--- config.mk ---
export PLATFORM = sky130hd
export DESIGN_NAME = luma_frame_stream
export DESIGN_NICKNAME = d
export VERILOG_FILES = /design/src/rtl/luma_pkg.sv /design/src/rtl/luma_mac.sv /design/src/rtl/luma_frame_stream.sv
export SDC_FILE = /design/constraint.sdc
export NUM_CORES = 1
export LEC_CHECK = 0
export BUFFER_PORTS_ARGS = -buffer_cell sky130_fd_sc_hd__buf_2
export CORE_ASPECT_RATIO = 2
export CORE_UTILIZATION = 25
export DETAILED_ROUTE_END_ITERATION = 10
export GPL_TIMING_DRIVEN = 0
export PLACE_DENSITY_LB_ADDON = 0.25
export SLEW_MARGIN = 10
export SYNTH_ARGS = -nofsm -noshare
export SYNTH_HDL_FRONTEND = slang
export SYNTH_SLANG_ARGS = --single-unit
--- constraint.sdc ---
create_clock -name i_clk -period 11.7 [get_ports i_clk]
set_input_delay 1.17 -clock i_clk [delete_from_list [all_inputs] [get_ports i_clk]]
set_output_delay 1.17 -clock i_clk [all_outputs]
set_load 0.05 [all_outputs]
--- src/rtl/luma_pkg.sv ---
// luma_pkg
// Shared definitions for the luma frame streaming path: FSM state and
// output-mode enumerations plus the default channel width, fractional
// precision and luma weights (BT.601-style, scaled by 2^FRAC_W).
package luma_pkg;

  localparam int DEF_DATA_W = 10;
  localparam int DEF_FRAC_W = 8;
  localparam int DEF_W_R    = 77;
  localparam int DEF_W_G    = 150;
  localparam int DEF_W_B    = 29;

  typedef enum logic [1:0] {
    IDLE  = 2'd0,
    REQ   = 2'd1,
    RUN   = 2'd2,
    DRAIN = 2'd3
  } state_e;

  typedef enum logic [1:0] {
    MODE_RGB  = 2'd0,
    MODE_GRAY = 2'd1,
    MODE_BW   = 2'd2,
    MODE_INV  = 2'd3
  } mode_e;

  // Counter width that stays legal for degenerate 1-pixel dimensions.
  function automatic int cnt_width(input int n);
    return (n > 1) ? $clog2(n) : 1;
  endfunction

endpackage

--- src/rtl/luma_mac.sv ---
// luma_mac
// Two-stage weighted-luma datapath. Stage 1 registers the three weighted
// channel products alongside the raw RGB and an opaque sideband bundle.
// Stage 2 sums the products, rounds half-up, drops the fractional bits and
// saturates to the channel range. Both stages share one stall enable that
// freezes the pipe whenever the stage-2 pixel is valid but not taken.
// Ports:
//   i_clk, i_rst                 clock, synchronous active-high reset
//   i_valid, i_red/green/blue    pixel entering stage 1 (already accepted)
//   i_side                       sideband that travels with the pixel
//   i_ready                      downstream ready
//   o_adv                        pipeline advance enable
//   o_valid, o_y, o_red/green/blue, o_side   stage-2 results
module luma_mac
  import luma_pkg::*;
#(
  parameter int DATA_W = DEF_DATA_W,
  parameter int FRAC_W = DEF_FRAC_W,
  parameter int W_R    = DEF_W_R,
  parameter int W_G    = DEF_W_G,
  parameter int W_B    = DEF_W_B,
  parameter int SIDE_W = 3
) (
  input  logic              i_clk,
  input  logic              i_rst,
  input  logic              i_valid,
  input  logic [DATA_W-1:0] i_red,
  input  logic [DATA_W-1:0] i_green,
  input  logic [DATA_W-1:0] i_blue,
  input  logic [SIDE_W-1:0] i_side,
  input  logic              i_ready,
  output logic              o_adv,
  output logic              o_valid,
  output logic [DATA_W-1:0] o_y,
  output logic [DATA_W-1:0] o_red,
  output logic [DATA_W-1:0] o_green,
  output logic [DATA_W-1:0] o_blue,
  output logic [SIDE_W-1:0] o_side
);

  localparam int PROD_W = DATA_W + FRAC_W;
  localparam int SUM_W  = PROD_W + 2;
  localparam int YW_W   = SUM_W - FRAC_W;

  localparam logic [PROD_W-1:0] WR = PROD_W'(W_R);
  localparam logic [PROD_W-1:0] WG = PROD_W'(W_G);
  localparam logic [PROD_W-1:0] WB = PROD_W'(W_B);
  localparam logic [SUM_W-1:0]  ROUND_HALF = SUM_W'(2 ** (FRAC_W - 1));
  localparam logic [DATA_W-1:0] MAX_VAL = {DATA_W{1'b1}};

  logic              adv;

  logic              s1_valid_q, s1_valid_d;
  logic [PROD_W-1:0] p_r_q, p_r_d;
  logic [PROD_W-1:0] p_g_q, p_g_d;
  logic [PROD_W-1:0] p_b_q, p_b_d;
  logic [DATA_W-1:0] s1_red_q, s1_red_d;
  logic [DATA_W-1:0] s1_green_q, s1_green_d;
  logic [DATA_W-1:0] s1_blue_q, s1_blue_d;
  logic [SIDE_W-1:0] s1_side_q, s1_side_d;

  logic              s2_valid_q, s2_valid_d;
  logic [DATA_W-1:0] s2_y_q, s2_y_d;
  logic [DATA_W-1:0] s2_red_q, s2_red_d;
  logic [DATA_W-1:0] s2_green_q, s2_green_d;
  logic [DATA_W-1:0] s2_blue_q, s2_blue_d;
  logic [SIDE_W-1:0] s2_side_q, s2_side_d;

  logic [SUM_W-1:0]  sum;
  logic [YW_W-1:0]   y_wide;
  logic [DATA_W-1:0] y_sat;

  // A full stage 2 that downstream refuses blocks the whole pipe.
  assign adv   = !(s2_valid_q && !i_ready);
  assign o_adv = adv;

  // Stage 1: data only loads for real pixels so bubbles leave it untouched.
  always_comb begin
    s1_valid_d = s1_valid_q;
    p_r_d      = p_r_q;
    p_g_d      = p_g_q;
    p_b_d      = p_b_q;
    s1_red_d   = s1_red_q;
    s1_green_d = s1_green_q;
    s1_blue_d  = s1_blue_q;
    s1_side_d  = s1_side_q;
    if (adv) begin
      s1_valid_d = i_valid;
      if (i_valid) begin
        p_r_d      = PROD_W'(i_red) * WR;
        p_g_d      = PROD_W'(i_green) * WG;
        p_b_d      = PROD_W'(i_blue) * WB;
        s1_red_d   = i_red;
        s1_green_d = i_green;
        s1_blue_d  = i_blue;
        s1_side_d  = i_side;
      end
    end
  end

  // Two guard bits in the sum absorb the carry of three products plus the
  // rounding constant; anything left above DATA_W after the shift saturates.
  always_comb begin
    sum    = SUM_W'(p_r_q) + SUM_W'(p_g_q) + SUM_W'(p_b_q) + ROUND_HALF;
    y_wide = YW_W'(sum >> FRAC_W);
    y_sat  = (|y_wide[YW_W-1:DATA_W]) ? MAX_VAL : y_wide[DATA_W-1:0];
  end

  // Stage 2: holds its contents while stalled so outputs stay stable.
  always_comb begin
    s2_valid_d = s2_valid_q;
    s2_y_d     = s2_y_q;
    s2_red_d   = s2_red_q;
    s2_green_d = s2_green_q;
    s2_blue_d  = s2_blue_q;
    s2_side_d  = s2_side_q;
    if (adv) begin
      s2_valid_d = s1_valid_q;
      if (s1_valid_q) begin
        s2_y_d     = y_sat;
        s2_red_d   = s1_red_q;
        s2_green_d = s1_green_q;
        s2_blue_d  = s1_blue_q;
        s2_side_d  = s1_side_q;
      end
    end
  end

  always_ff @(posedge i_clk) begin
    if (i_rst) begin
      s1_valid_q <= 1'b0;
      p_r_q      <= '0;
      p_g_q      <= '0;
      p_b_q      <= '0;
      s1_red_q   <= '0;
      s1_green_q <= '0;
      s1_blue_q  <= '0;
      s1_side_q  <= '0;
      s2_valid_q <= 1'b0;
      s2_y_q     <= '0;
      s2_red_q   <= '0;
      s2_green_q <= '0;
      s2_blue_q  <= '0;
      s2_side_q  <= '0;
    end else begin
      s1_valid_q <= s1_valid_d;
      p_r_q      <= p_r_d;
      p_g_q      <= p_g_d;
      p_b_q      <= p_b_d;
      s1_red_q   <= s1_red_d;
      s1_green_q <= s1_green_d;
      s1_blue_q  <= s1_blue_d;
      s1_side_q  <= s1_side_d;
      s2_valid_q <= s2_valid_d;
      s2_y_q     <= s2_y_d;
      s2_red_q   <= s2_red_d;
      s2_green_q <= s2_green_d;
      s2_blue_q  <= s2_blue_d;
      s2_side_q  <= s2_side_d;
    end
  end

  assign o_valid = s2_valid_q;
  assign o_y     = s2_y_q;
  assign o_red   = s2_red_q;
  assign o_green = s2_green_q;
  assign o_blue  = s2_blue_q;
  assign o_side  = s2_side_q;

endmodule

--- src/rtl/luma_frame_stream.sv ---
// luma_frame_stream
// Streams one frame of RGB pixels from the SDRAM read port through the
// two-stage luma pipeline and emits passthrough, gray, black/white or
// inverted gray pixels with sof/eol/eof markers.
// Ports:
//   i_clk, i_rst                   clock, synchronous active-high reset
//   i_start, i_mode, i_threshold   frame request and settings (latched)
//   o_read_request                 one-cycle pulse to start the SDRAM read
//   i_valid/o_ready, i_red/green/blue     input pixel handshake
//   o_valid/i_ready, o_red/green/blue     output pixel handshake
//   o_bw                           Y below threshold, in every mode
//   o_sof, o_eol, o_eof            frame/line markers, qualified by o_valid
//   o_busy, o_frame_done           activity flag and end-of-frame pulse
module luma_frame_stream
  import luma_pkg::*;
#(
  parameter int DATA_W  = DEF_DATA_W,
  parameter int FRAME_W = 640,
  parameter int FRAME_H = 480,
  parameter int FRAC_W  = DEF_FRAC_W,
  parameter int W_R     = DEF_W_R,
  parameter int W_G     = DEF_W_G,
  parameter int W_B     = DEF_W_B
) (
  input  logic              i_clk,
  input  logic              i_rst,
  input  logic              i_start,
  input  logic [1:0]        i_mode,
  input  logic [DATA_W-1:0] i_threshold,
  output logic              o_read_request,
  input  logic              i_valid,
  output logic              o_ready,
  input  logic [DATA_W-1:0] i_red,
  input  logic [DATA_W-1:0] i_green,
  input  logic [DATA_W-1:0] i_blue,
  output logic              o_valid,
  input  logic              i_ready,
  output logic [DATA_W-1:0] o_red,
  output logic [DATA_W-1:0] o_green,
  output logic [DATA_W-1:0] o_blue,
  output logic              o_bw,
  output logic              o_sof,
  output logic              o_eol,
  output logic              o_eof,
  output logic              o_busy,
  output logic              o_frame_done
);

  localparam int COL_W = cnt_width(FRAME_W);
  localparam int ROW_W = cnt_width(FRAME_H);
  localparam logic [COL_W-1:0]  LAST_COL = COL_W'(FRAME_W - 1);
  localparam logic [ROW_W-1:0]  LAST_ROW = ROW_W'(FRAME_H - 1);
  localparam logic [DATA_W-1:0] MAX_VAL  = {DATA_W{1'b1}};

  state_e            state_q, state_d;
  mode_e             mode_q, mode_d;
  logic [DATA_W-1:0] thr_q, thr_d;
  logic [COL_W-1:0]  col_q, col_d;
  logic [ROW_W-1:0]  row_q, row_d;

  logic              adv;
  logic              accept;
  logic              in_sof, in_eol, in_eof;
  logic              s2_valid;
  logic [DATA_W-1:0] s2_y, s2_red, s2_green, s2_blue;
  logic [2:0]        s2_side;
  logic              out_xfer;
  logic              frame_done;
  logic              dark;

  assign o_ready = (state_q == RUN) && adv;
  assign accept  = i_valid && o_ready;

  // Markers describe the pixel being accepted now and ride the pipe with it.
  assign in_sof = (col_q == '0) && (row_q == '0);
  assign in_eol = (col_q == LAST_COL);
  assign in_eof = in_eol && (row_q == LAST_ROW);

  luma_mac #(
    .DATA_W (DATA_W),
    .FRAC_W (FRAC_W),
    .W_R    (W_R),
    .W_G    (W_G),
    .W_B    (W_B),
    .SIDE_W (3)
  ) u_mac (
    .i_clk   (i_clk),
    .i_rst   (i_rst),
    .i_valid (accept),
    .i_red   (i_red),
    .i_green (i_green),
    .i_blue  (i_blue),
    .i_side  ({in_sof, in_eol, in_eof}),
    .i_ready (i_ready),
    .o_adv   (adv),
    .o_valid (s2_valid),
    .o_y     (s2_y),
    .o_red   (s2_red),
    .o_green (s2_green),
    .o_blue  (s2_blue),
    .o_side  (s2_side)
  );

  assign out_xfer = s2_valid && i_ready;

  // Frame sequencing; mode and threshold are captured once per frame so a
  // change on the inputs mid-frame cannot mix modes within one image.
  always_comb begin
    state_d    = state_q;
    mode_d     = mode_q;
    thr_d      = thr_q;
    frame_done = 1'b0;
    case (state_q)
      IDLE: begin
        if (i_start) begin
          state_d = REQ;
          mode_d  = mode_e'(i_mode);
          thr_d   = i_threshold;
        end
      end
      REQ: state_d = RUN;
      RUN: begin
        if (accept && in_eof) state_d = DRAIN;
      end
      DRAIN: begin
        if (out_xfer && s2_side[0]) begin
          state_d    = IDLE;
          frame_done = 1'b1;
        end
      end
      default: state_d = IDLE;
    endcase
  end

  // Raster position of the next pixel to accept; cleared while requesting
  // so every frame starts at the origin.
  always_comb begin
    col_d = col_q;
    row_d = row_q;
    if (state_q == REQ) begin
      col_d = '0;
      row_d = '0;
    end else if (accept) begin
      if (in_eol) begin
        col_d = '0;
        row_d = in_eof ? '0 : row_q + ROW_W'(1);
      end else begin
        col_d = col_q + COL_W'(1);
      end
    end
  end

  always_ff @(posedge i_clk) begin
    if (i_rst) begin
      state_q <= IDLE;
      mode_q  <= MODE_RGB;
      thr_q   <= '0;
      col_q   <= '0;
      row_q   <= '0;
    end else begin
      state_q <= state_d;
      mode_q  <= mode_d;
      thr_q   <= thr_d;
      col_q   <= col_d;
      row_q   <= row_d;
    end
  end

  // Output mux works from registered stage-2 data and latched settings, so
  // everything it drives holds still while the consumer stalls.
  always_comb begin
    dark    = (s2_y < thr_q);
    o_red   = s2_red;
    o_green = s2_green;
    o_blue  = s2_blue;
    case (mode_q)
      MODE_GRAY: begin
        o_red   = s2_y;
        o_green = s2_y;
        o_blue  = s2_y;
      end
      MODE_BW: begin
        o_red   = dark ? '0 : MAX_VAL;
        o_green = dark ? '0 : MAX_VAL;
        o_blue  = dark ? '0 : MAX_VAL;
      end
      MODE_INV: begin
        o_red   = MAX_VAL - s2_y;
        o_green = MAX_VAL - s2_y;
        o_blue  = MAX_VAL - s2_y;
      end
      default: ;
    endcase
  end

  assign o_bw           = dark;
  assign o_valid        = s2_valid;
  assign o_sof          = s2_side[2];
  assign o_eol          = s2_side[1];
  assign o_eof          = s2_side[0];
  assign o_read_request = (state_q == REQ);
  assign o_busy         = (state_q != IDLE);
  assign o_frame_done   = frame_done;

endmodule

# Yosys cells after proc, flatten, opt, wreduce, memory -nomap -nowiden
# Index checks and enable logic that the tools add are counted.
[op_classes] multipliers=3 eq_ne=11 bitwise=1 order_cmp=1 add_sub_neg=6 n_mux=13 n_reduce_logical=21
[ops] cell="case mux 10 bit (3 select lines)" count=3
[ops] cell="multiplier 10 x 7 -> 17 bit, second input constant" count=2
[ops] cell="2-to-1 mux 10 bit" count=3
[ops] cell="adder 20 x 15 -> 20 bit" count=1
[ops] cell="adder 20 x 8 -> 20 bit, second input constant" count=1
[ops] cell="adder 17 x 18 -> 19 bit" count=1
[ops] cell="multiplier 10 x 5 -> 15 bit, second input constant" count=1
[ops] cell="adder 10 x 1 -> 10 bit, second input constant" count=1
[ops] cell="equality test 10 bit, second input constant" count=1
[ops] cell="logical NOT 10 bit" count=1
[ops] cell="less-than comparator 10 bit" count=1
[ops] cell="subtractor 10 bit, first input constant" count=1
[ops] cell="adder 9 x 1 -> 9 bit, second input constant" count=1
[ops] cell="equality test 9 bit, second input constant" count=1
[ops] cell="logical NOT 9 bit" count=1
[ops] cell="2-to-1 mux 9 bit" count=1
[ops] cell="equality test 2 bit, second input constant" count=4
[ops] cell="logical AND 1 bit" count=8
[ops] cell="case mux 2 bit (4 select lines)" count=1
[ops] cell="AND reduction 2 bit" count=4
[ops] cell="2-to-1 mux 2 bit" count=3
[ops] cell="equality test 2 x 1 -> 1 bit, second input constant" count=2
[ops] cell="inequality test 2 bit, second input constant" count=2
[ops] cell="OR reduction 2 bit" count=2
[ops] cell="other kinds (7)" count=9
[word_totals] output_inout_bits=39 wordCells=75 reg_bits=160 inputBits=47

# Logic depth before layout (Yosys ltp)
# Gate-level depths: netlist of run 1.
[logic_depth] depth_word=8 ltp_mapped=19 mapped_depth_nobuf=19

# Hierarchy
# From an unflattened synthesis of run 1, not the netlist that was laid out.
[unflattened] hier_cells=1403 area_unflattened_um2=11483.5
[modules_own_cells] mod="luma_mac" cells_per_inst=1113 seq_area_each_um2=2442.3 area_each_um2=9196.3 instances=1
[modules_own_cells] mod="luma_frame_stream" cells_per_inst=290 seq_area_each_um2=660.6 area_each_um2=2287.2 instances=1

# Worst setup path before layout of run 1
# No wires, ideal clock.
[synth_timing] path_type="input-to-reg" start="in i_green[5]" end="reg u_mac.p_g_q[17]" path_slack_ps=6981 setup_time_ps=134 arrival_ps=4586 cell_stages=13 path_cell_list="ha_1 > ha_1 > inv_1 > fa_1 > inv_1 > fa_1 > ha_1 > a2111oi_2 > o21ai_0 > a41oi_1 > o21ai_0 > a2111oi_0 > nor4_1"
[synth_between] elab_chain_cells=1
[synth_lines] item="from (decl)" line="luma_frame_stream.sv:34" source="input logic [DATA_W-1:0] i_green,"
[synth_lines] item="multiplier 10 x 7 -> 17 bit" line="luma_mac.sv:91" source="p_g_d = PROD_W'(i_green) * WG;"
[synth_lines] item="to (signal assigned)" line="luma_mac.sv:148" source="p_g_q <= p_g_d;"
[synth_lines] item="to (decl)" line="luma_mac.sv:55" source="logic [PROD_W-1:0] p_g_q, p_g_d;"
# Every way passes these cells.
# A chain may end at the register's enable or synchronous reset.

# Final worst setup path of run 1
# Ends and elaborated chain as after synthesis.

==> reports/qor.csv, run 1 <==
stage,metric,value,unit
logic_synthesis,synth_area_leaders,"dfxtp_1 (27%), ha_1 (19%), nand2_1 (8.0%)",
cells_and_area,antennaDiodeCount,0,
clock_network,htreeDepth,4,
die,die-width,153,um
cells_and_area,layout_commonest_cell,nand2_1,
global_route,antenna_found_initial,0,
timing,clock_skew,0.0103,ns
logic_synthesis,synth-seq-cells,155,
routing,drc,0,
die,die_h,305,um
routing,wl_per_cell,17.0,um
critical_path,crit_top_cell,ha_1,
clock_network,cts.sinks,155,
global_route,grt_usage,15.6,%
timing,hold_viol_final,0,
place,placed_cell_area,12600,um^2
clock_network,clockRootBuffer,clkbuf_16,
logic_synthesis,async_flop_share,0,%
flow_run,drv_cap,0,
critical_path,max_stage_delay,0.54,ns
die,io-pin-count,86,
place,gp_congestion,0.906,
global_route,grt_max_degree,17,
critical_path,worst_r2r_path_depth,18,
clock_network,path_clk_slew,0.06,ns
clock_network,cts_tree,done,
clock_network,cts_resized,0,
logic_synthesis,syn-instance-count,1397,
timing,fmax,207,MHz
cells_and_area,drive_gt1_share,8.73,%
hold_path,whs_path_depth,2,
die,die_area,46700,um^2
critical_path,cpMaxStageDelayCell,fa_1,
place,io_buffer_count,84,
critical_path,critPathLaunchType,input pin,
clock_network,insertion_delay,0.45,ns
power_and_ir_drop,power.density,169,nW/um^2
critical_path,cp.arrival,5.14,ns
logic_synthesis,synth_top_area_cell,dfxtp_1,
cells_and_area,area_growth,14.7,%
routing,drt_iter0_drc,308,
power_and_ir_drop,leakagePower,5.93,nW
place,dp_hpwl,30.2,mm
global_route,grt_pass1_wl,54.6,mm
routing,ant_nets,0,
cells_and_area,final_nets,1762,
hold_path,min_path_type,flop to flop,
critical_path,worstPathRequired,12.00,ns
timing,worstMarginPinSlew,0.845,ns
logic_synthesis,syn_area_per_cell,8.19,um^2
die,initial_utilization,25.4,%
timing,final-max-slew-violation-count,0,
timing,rsz0062_at_grt,no,
logic_synthesis,synth_top_area_share,27.1,%
power_and_ir_drop,power,2.22,mW
critical_path,cp_cell_sequence,buf_2 -> ha_1 -> ha_1 -> inv_1 -> fa_1 -> inv_1 -> fa_1 -> ha_1 -> a2111oi_2 -> o21ai_0 -> a41oi_1 -> o21ai_0 -> a2111oi_0 -> nor4_1,
routing,vias_per_cell,4.72,
logic_synthesis,synth_area,11400,um^2
timing,setup_viol,0,
routing,drt_wl_total,35.2,mm
critical_path,cp-end-kind,flop,
timing,finalSetupTns,0,ns
cells_and_area,final_cell_mix,"nand2_1 (243), ha_1 (176), a21oi_1 (156)",
critical_path,critPathMaxFanout,5,
logic_synthesis,ys_seq_area_share,27.1,%
global_route,overflow,0,
die,core,45100,um^2
power_and_ir_drop,ir_drop,0.108,mV
timing,relSlewSlack,43.7,%
critical_path,critPathKind,input pin to flop,
global_route,grt_pass1_vias,10186,
logic_synthesis,ys_warn_count,0,
logic_synthesis,synth-edff-count,0,
routing,dr.pass1.iters,4,
cells_and_area,finalInstanceArea,13100,um^2
clock_network,post-cts-setup-buffer-count,0,
outcome,status,"finished, final reports clean",
cells_and_area,fillers,4932,
timing,period_needed,4.84,ns
timing,fin_crit_sh,41.4,%
clock_network,clockBufferDepth,2,
clock_network,postCtsHoldBufs,0,
logic_synthesis,ys_dominant_reg_cell,dfxtp_1,
die,rows,110,
routing,vias,9774,
logic_synthesis,synth_cell_type_count,59,
logic_synthesis,synthesis.nets,1659,
clock_network,cts_made_buffers,17,
registers in the layout, indices dropped and copies added (netlist names), 2 cells and up:
| name | flops |
|---|---|
| u_mac.o_green | 10 |
| thr_q | 10 |
| u_mac.o_blue | 10 |
| mode_q | 2 |
| u_mac.o_red | 10 |
| u_mac.p_r_q | 15 |
| u_mac.s1_blue_q | 10 |
| row_q | 9 |
| state_q | 2 |
| col_q | 10 |
| u_mac.s1_green_q | 10 |
| u_mac.p_b_q | 13 |
| u_mac.o_y | 10 |
| u_mac.s1_side_q | 3 |
| u_mac.p_g_q | 16 |
| u_mac.o_side | 3 |
| u_mac.s1_red_q | 10 |
per-stage QoR:
stage	cells	utilization [%]	setup WS (ns)	hold WS (ns)
after floorplan	1397	-	6.98	0.429
after global placement	2041	27.8	6.38	0.440
after detailed placement	2041	27.8	6.37	0.448
after CTS	2072	29.1	6.82	0.455
after global routing	2072	29.1	6.58	0.472
final	2072	29.1	6.86	0.452
worst paths after layout:
check / start / to / slack, ns
worst max-delay path: i_green[5] / u_mac.p_g_q[17]$_SDFFE_PP0P_ / 6.86
worst min-delay path: u_mac.s1_side_q[2]$_SDFFE_PP0P_ / u_mac.o_side[2]$_SDFFE_PP0P_ / 0.45
worst max register to register: u_mac.s1_red_q[1]$_SDFFE_PP0P_ / u_mac.o_y[6]$_SDFFE_PP0P_ / 7.31
worst min register to register: u_mac.s1_side_q[2]$_SDFFE_PP0P_ / u_mac.o_side[2]$_SDFFE_PP0P_ / 0.45
layer usage:
layer / global-route usage, % / wire length, um / vias to the layer above
li1: - / - / 4946
met1: 13.4 / 12000 / 4577
met2: 32.3 / 20300 / 176
met3: 2.30 / 829 / 75
met4: 9.82 / 2070 / 0
met5: 0 / 0 / -
final cells by class:
cell class	instances	area, um^2	share of cell area, %
Clock buffer	22	474	3.61
Tap cell	560	701	5.34
Clock inverter	9	90.1	0.686
Timing Repair Buffer	84	420	3.20
Buffer	57	219	1.67
Inverter	150	563	4.29
Sequential cell	155	3100	23.6
Multi-Input combinational cell	1035	7560	57.6
critical path: cells and delay by family:
| kind | cells | cell delay, ns |
|---|---|---|
| buffers and inverters | 3 | 0.25 |
| adders and majority gates | 5 | 1.96 |
| AOI/OAI and AO/OA | 5 | 1.64 |
| and+or+nand+nor | 1 | 0.10 |
kinds of logic after synthesis:
logic type      share of synthesized area [%]
flops                                    27.1
fa+ha+maj                                26.1
xor+xnor                                 4.90
buf+inv                                  6.83
simple gates                             15.6
compound gates                           19.2
mux                                     0.361
cell usage after synthesis, drive strengths merged, types with 3 or more instances:
cell type and count:
a2111oi 7, a211oi 37, a21o 23, a21oi 158, a31oi 5, and2 10
and3 21, buf 10, clkbuf 47, dfxtp 155, fa 39, ha 176
inv 150, mux2i 3, nand2 243, nand2b 7, nand3 13, nand4 8
nor2 59, nor2b 14, nor3 17, nor4 6, o211ai 4, o21a 6
o21ai 36, o21bai 37, o31ai 4, o41ai 3, or2 3, or3 4
xnor2 42, xor2 22
power breakdown:
group          switching, mW  internal (mW)  total, mW
Sequential            0.0381          0.573      0.611
Clock                  0.232          0.309      0.541
Combinational          0.693          0.373       1.07
No activity file was read; power rests on OpenSTA's default activity.
==> run 2, diff against run 1 <==
- ABC_AREA: not set -> 1
- clock period: 11.7 -> 4.54 ns (I/O delays scaled with it)
==> run 2 against run 1 <==
Total power grew to 2.9 times the previous value. Worst setup slack got worse by 6.3 ns. First-iteration DRC count increased by 52%. Area after synthesis is 5.8% higher. Clock power grew to 2.8 times the previous value. Critical path type is now flop to flop. Largest power group unchanged. Flip-flop and latch count is the same.
==> reports/qor.csv, run 2 <==
stage,metric,value,unit,change
logic_synthesis,synth_top_area_share,25.6,%,was 27.1%
timing,clock_skew,0.00898,ns,was 0.0103 ns
logic_synthesis,synth_commonest_cells,"nand2_1 (283), inv_1 (265), ha_1 (176)",,"was nand2_1 (243), ha_1 (176), a21oi_1 (156)"
die,initial_utilization,25.4,%,about the same
logic_synthesis,synth_cell_type_count,50,,was 59
critical_path,worst-path-stages,23,,was 14
die,core,47600,um^2,"was 45,100 um^2"
die,die_area,49400,um^2,"was 46,700 um^2"
clock_network,htreeDepth,4,,unchanged
die,rows,113,,was 110
outcome,status,"finished, final reports clean",,unchanged
critical_path,critPathLaunchType,flop,,was input pin
cells_and_area,instances_no_fill,2402,,"was 2,072"
cells_and_area,final_nets,2019,,"was 1,762"
clock_network,postCtsHoldBufs,0,,unchanged
place,io_buffer_count,85,,was 84
timing,finalSetupTns,0,ns,unchanged
cells_and_area,multiInputGateArea,7790,um^2,was 7560 um^2
timing,hold-worst-slack,0.275,ns,was 0.452 ns
logic_synthesis,syn-instance-count,1653,,"was 1,397"
logic_synthesis,synth_area_leaders,"dfxtp_1 (26%), ha_1 (18%), nand2_1 (8.8%)",,"was dfxtp_1 (27%), ha_1 (19%), nand2_1 (8.0%)"
place,post-place-cells,2370,,"was 2,041"
global_route,grt_max_degree,17,,unchanged
cells_and_area,utilization,29.2,%,was 29.1%
logic_synthesis,yosysMostFrequentCell,nand2_1,,unchanged
die,die-width,158,um,was 153 um
routing,vias,10973,,"was 9,774"
logic_synthesis,synthesis.nets,1915,,"was 1,659"
clock_network,cts_resized,0,,unchanged
logic_synthesis,synth_area,12100,um^2,"was 11,400 um^2"
logic_synthesis,synth-seq-cells,155,,unchanged
clock_network,post-cts-setup-buffer-count,0,,unchanged
flow_run,drv_cap,0,,unchanged
logic_synthesis,syn_area_per_cell,7.33,um^2,was 8.19 um^2
global_route,grt_pass1_wl,60.5,mm,was 54.6 mm
cells_and_area,drive_gt1_share,9.21,%,was 8.73%
die,io-pin-count,86,,unchanged
clock_network,clockRootBuffer,clkbuf_16,,unchanged
power_and_ir_drop,leakagePower,7.21,nW,was 5.93 nW
cells_and_area,largest_reg_flops,16,,unchanged
clock_network,clockBufferDepth,2,,unchanged
critical_path,cp_num_buf_inv,3,,unchanged
critical_path,cp-end-kind,flop,,unchanged
routing,ant_nets,0,,unchanged
critical_path,crit_family,adder cells,,unchanged
logic_synthesis,synth_top_area_cell,dfxtp_1,,unchanged
critical_path,critPathKind,flop to flop,,was input pin to flop
global_route,grt_usage,16.5,%,was 15.6%
power_and_ir_drop,ir_drop,0.288,mV,was 0.108 mV
logic_synthesis,ys_dominant_reg_cell,dfxtp_1,,unchanged
clock_network,path_clk_slew,0.07,ns,was 0.06 ns
cells_and_area,antennaDiodeCount,0,,unchanged
logic_synthesis,synth-edff-count,0,,unchanged
timing,fmax,251,MHz,
power_and_ir_drop,power.density,465,nW/um^2,was 169 nW/um^2
cells_and_area,layout_commonest_cell,nand2_1,,unchanged
timing,period_needed,3.99,ns,
critical_path,worstPathRequired,4.88,ns,was 12.00 ns
critical_path,cp_cell_sequence,ha_1 -> inv_1 -> fa_1 -> nand3b_1 -> nand2_1 -> nand2_1 -> nand2_2 -> nand2_1 -> nand2_1 -> nand2_1 -> nand2_1 -> xor2_1 -> ha_1 -> ha_1 -> a21oi_1 -> o21a_1 -> nand2_1 -> a21oi_1 -> inv_1 -> nand3_4 -> nand3_1 -> nand2_1 -> inv_1,,was buf_2 -> ha_1 -> ha_1 -> inv_1 -> fa_1 -> inv_1 -> fa_1 -> ha_1 -> a2111oi_2 -> o21ai_0 -> a41oi_1 -> o21ai_0 -> a2111oi_0 -> nor4_1
power_and_ir_drop,p_sw_share,47.1,%,was 43.4%
hold_path,min_path_type,input pin to flop,,was flop to flop
routing,drc,0,,unchanged
power_and_ir_drop,switching_power,3.05,mW,was 0.963 mW
timing,relSlewSlack,35.8,%,was 43.7%
place,placed_cell_area,13300,um^2,"was 12,600 um^2"
cells_and_area,final_cell_mix,"nand2_1 (283), inv_1 (265), ha_1 (176)",,"was nand2_1 (243), ha_1 (176), a21oi_1 (156)"
cells_and_area,finalInstanceArea,13900,um^2,"was 13,100 um^2"
place,dp_hpwl,33.6,mm,was 30.2 mm
routing,dr.pass1.iters,5,,was 4
routing,wl_per_cell,16.3,um,was 17.0 um
critical_path,critPathMaxFanout,9,,was 5
critical_path,max_stage_delay,0.48,ns,was 0.54 ns
power_and_ir_drop,power_frac_comb,50.4,%,was 48.1%
global_route,grt_pass1_vias,10974,,"was 10,186"
global_route,antenna_found_initial,0,,unchanged
critical_path,cpMaxStageDelayCell,dfxtp_1,,was fa_1
timing,rsz0062_at_grt,no,,unchanged
clock_network,cts_made_buffers,17,,unchanged
timing,fin_crit_sh,87.9,%,
power_and_ir_drop,intPower,3.43,mW,was 1.26 mW
die,die_h,313,um,was 305 um
power_and_ir_drop,power_frac_clock,22.9,%,was 24.4%
cells_and_area,seq_area,3100,um^2,unchanged
clock_network,cts_tree,done,,unchanged
critical_path,worst_r2r_path_depth,23,,was 18
routing,drt_iter0_drc,468,,was 308
hold_path,whs_path_depth,3,,was 2
critical_path,cp.arrival,4.34,ns,was 5.14 ns
timing,final-max-slew-violation-count,0,,unchanged
logic_synthesis,async_flop_share,0,%,unchanged
timing,hold_viol_final,0,,unchanged
cells_and_area,top_register,u_mac.p_g_q,,unchanged
routing,vias_per_cell,4.57,,was 4.72
cells_and_area,fillers,5236,,"was 4,932"
global_route,overflow,0,,unchanged
power_and_ir_drop,power_frac_seq,26.7,%,was 27.6%
place,gp_congestion,0.916,,was 0.906
timing,worstMarginPinSlew,0.952,ns,was 0.845 ns
critical_path,crit_top_cell,nand2_1,,was ha_1
clock_network,insertion_delay,0.44,ns,was 0.45 ns
clock_network,cts.sinks,155,,unchanged
logic_synthesis,ys_seq_area_share,25.6,%,was 27.1%
timing,setup_viol,0,,unchanged
logic_synthesis,ys_warn_count,0,,unchanged
routing,drt_wl_total,39.3,mm,was 35.2 mm
cells_and_area,top_regs,"u_mac.p_g_q: 16 flops, u_mac.p_r_q: 15 flops, u_mac.p_b_q: 13 flops",,unchanged
cells_and_area,area_growth,15.0,%,was 14.7%
[run 2: logic make-up (layout without fill, tap and decap cells)]
group                    count (synthesis)  count (layout)  share of synthesized area (%)
buffers and inverters                  318             435                           10.1
XOR/XNOR                                42              42                           3.04
flip-flops                             155             155                           25.6
AO/OA/AOI/OAI                          333             333                           14.9
adder cells (fa/ha/maj)                215             215                           24.6
AND/OR/NAND/NOR                        590             590                           21.7
[run 2: through the flow]
step	total power, mW	setup WS [ns]
2_1_floorplan	4.08	1.20
3_3_place_gp	5.04	0.569
3_5_place_dp	5.04	0.586
4_1_cts	6.56	0.542
5_1_grt	6.96	0.260
6_report	6.48	0.548
[run 2: tightest hold or removal path: cells and delay by family]
| kind | cells | cell delay, ns |
|---|---|---|
| and+or+nand+nor | 1 | 0.08 |
| AOI/OAI and AO/OA | 1 | 0.07 |
| buffers and inverters | 1 | 0.07 |
[run 2: cell type report]
type | instances | area share (%)
flip-flops and latches | 155 | 22.3
inverters | 271 | 7.34
plain buffers | 47 | 1.44
clock inverters | 13 | 1.13
well taps | 632 | 5.68
multi-input cells | 1180 | 55.9
repair buffers | 85 | 3.05
clock buffers | 19 | 3.18
[run 2: worst paths after layout]
path / slack, ns / end / start
worst min-delay path: 0.28 / thr_q[0]$_SDFFE_PP0P_ / i_threshold[0]
worst max-delay path: 0.55 / u_mac.o_y[5]$_SDFFE_PP0P_ / u_mac.s1_red_q[1]$_SDFFE_PP0P_
worst min register to register: 0.46 / thr_q[9]$_SDFFE_PP0P_ / thr_q[9]$_SDFFE_PP0P_
worst max register to register: 0.55 / u_mac.o_y[5]$_SDFFE_PP0P_ / u_mac.s1_red_q[1]$_SDFFE_PP0P_
[run 2: power by group through the flow]
stage / sequential (mW) / clock (mW) / combinational, mW
finish: 1.73 / 1.49 / 3.27
global route: 1.75 / 1.56 / 3.66
CTS: 1.73 / 1.51 / 3.32
detailed placement: 1.76 / 0 / 3.29
floorplan: 1.69 / 0 / 2.39
global placement: 1.75 / 0 / 3.28
[run 2: metal layers]
| layer | track usage (%) | share of wire, % | vias up |
|---|---|---|---|
| met1 | 14.3 | 34 | 5091 |
| met4 | 9.16 | 5.4 | 0 |
| met3 | 1.46 | 1.9 | 72 |
| li1 | - | - | 5602 |
| met5 | 0 | 0 | - |
| met2 | 34.9 | 59 | 208 |
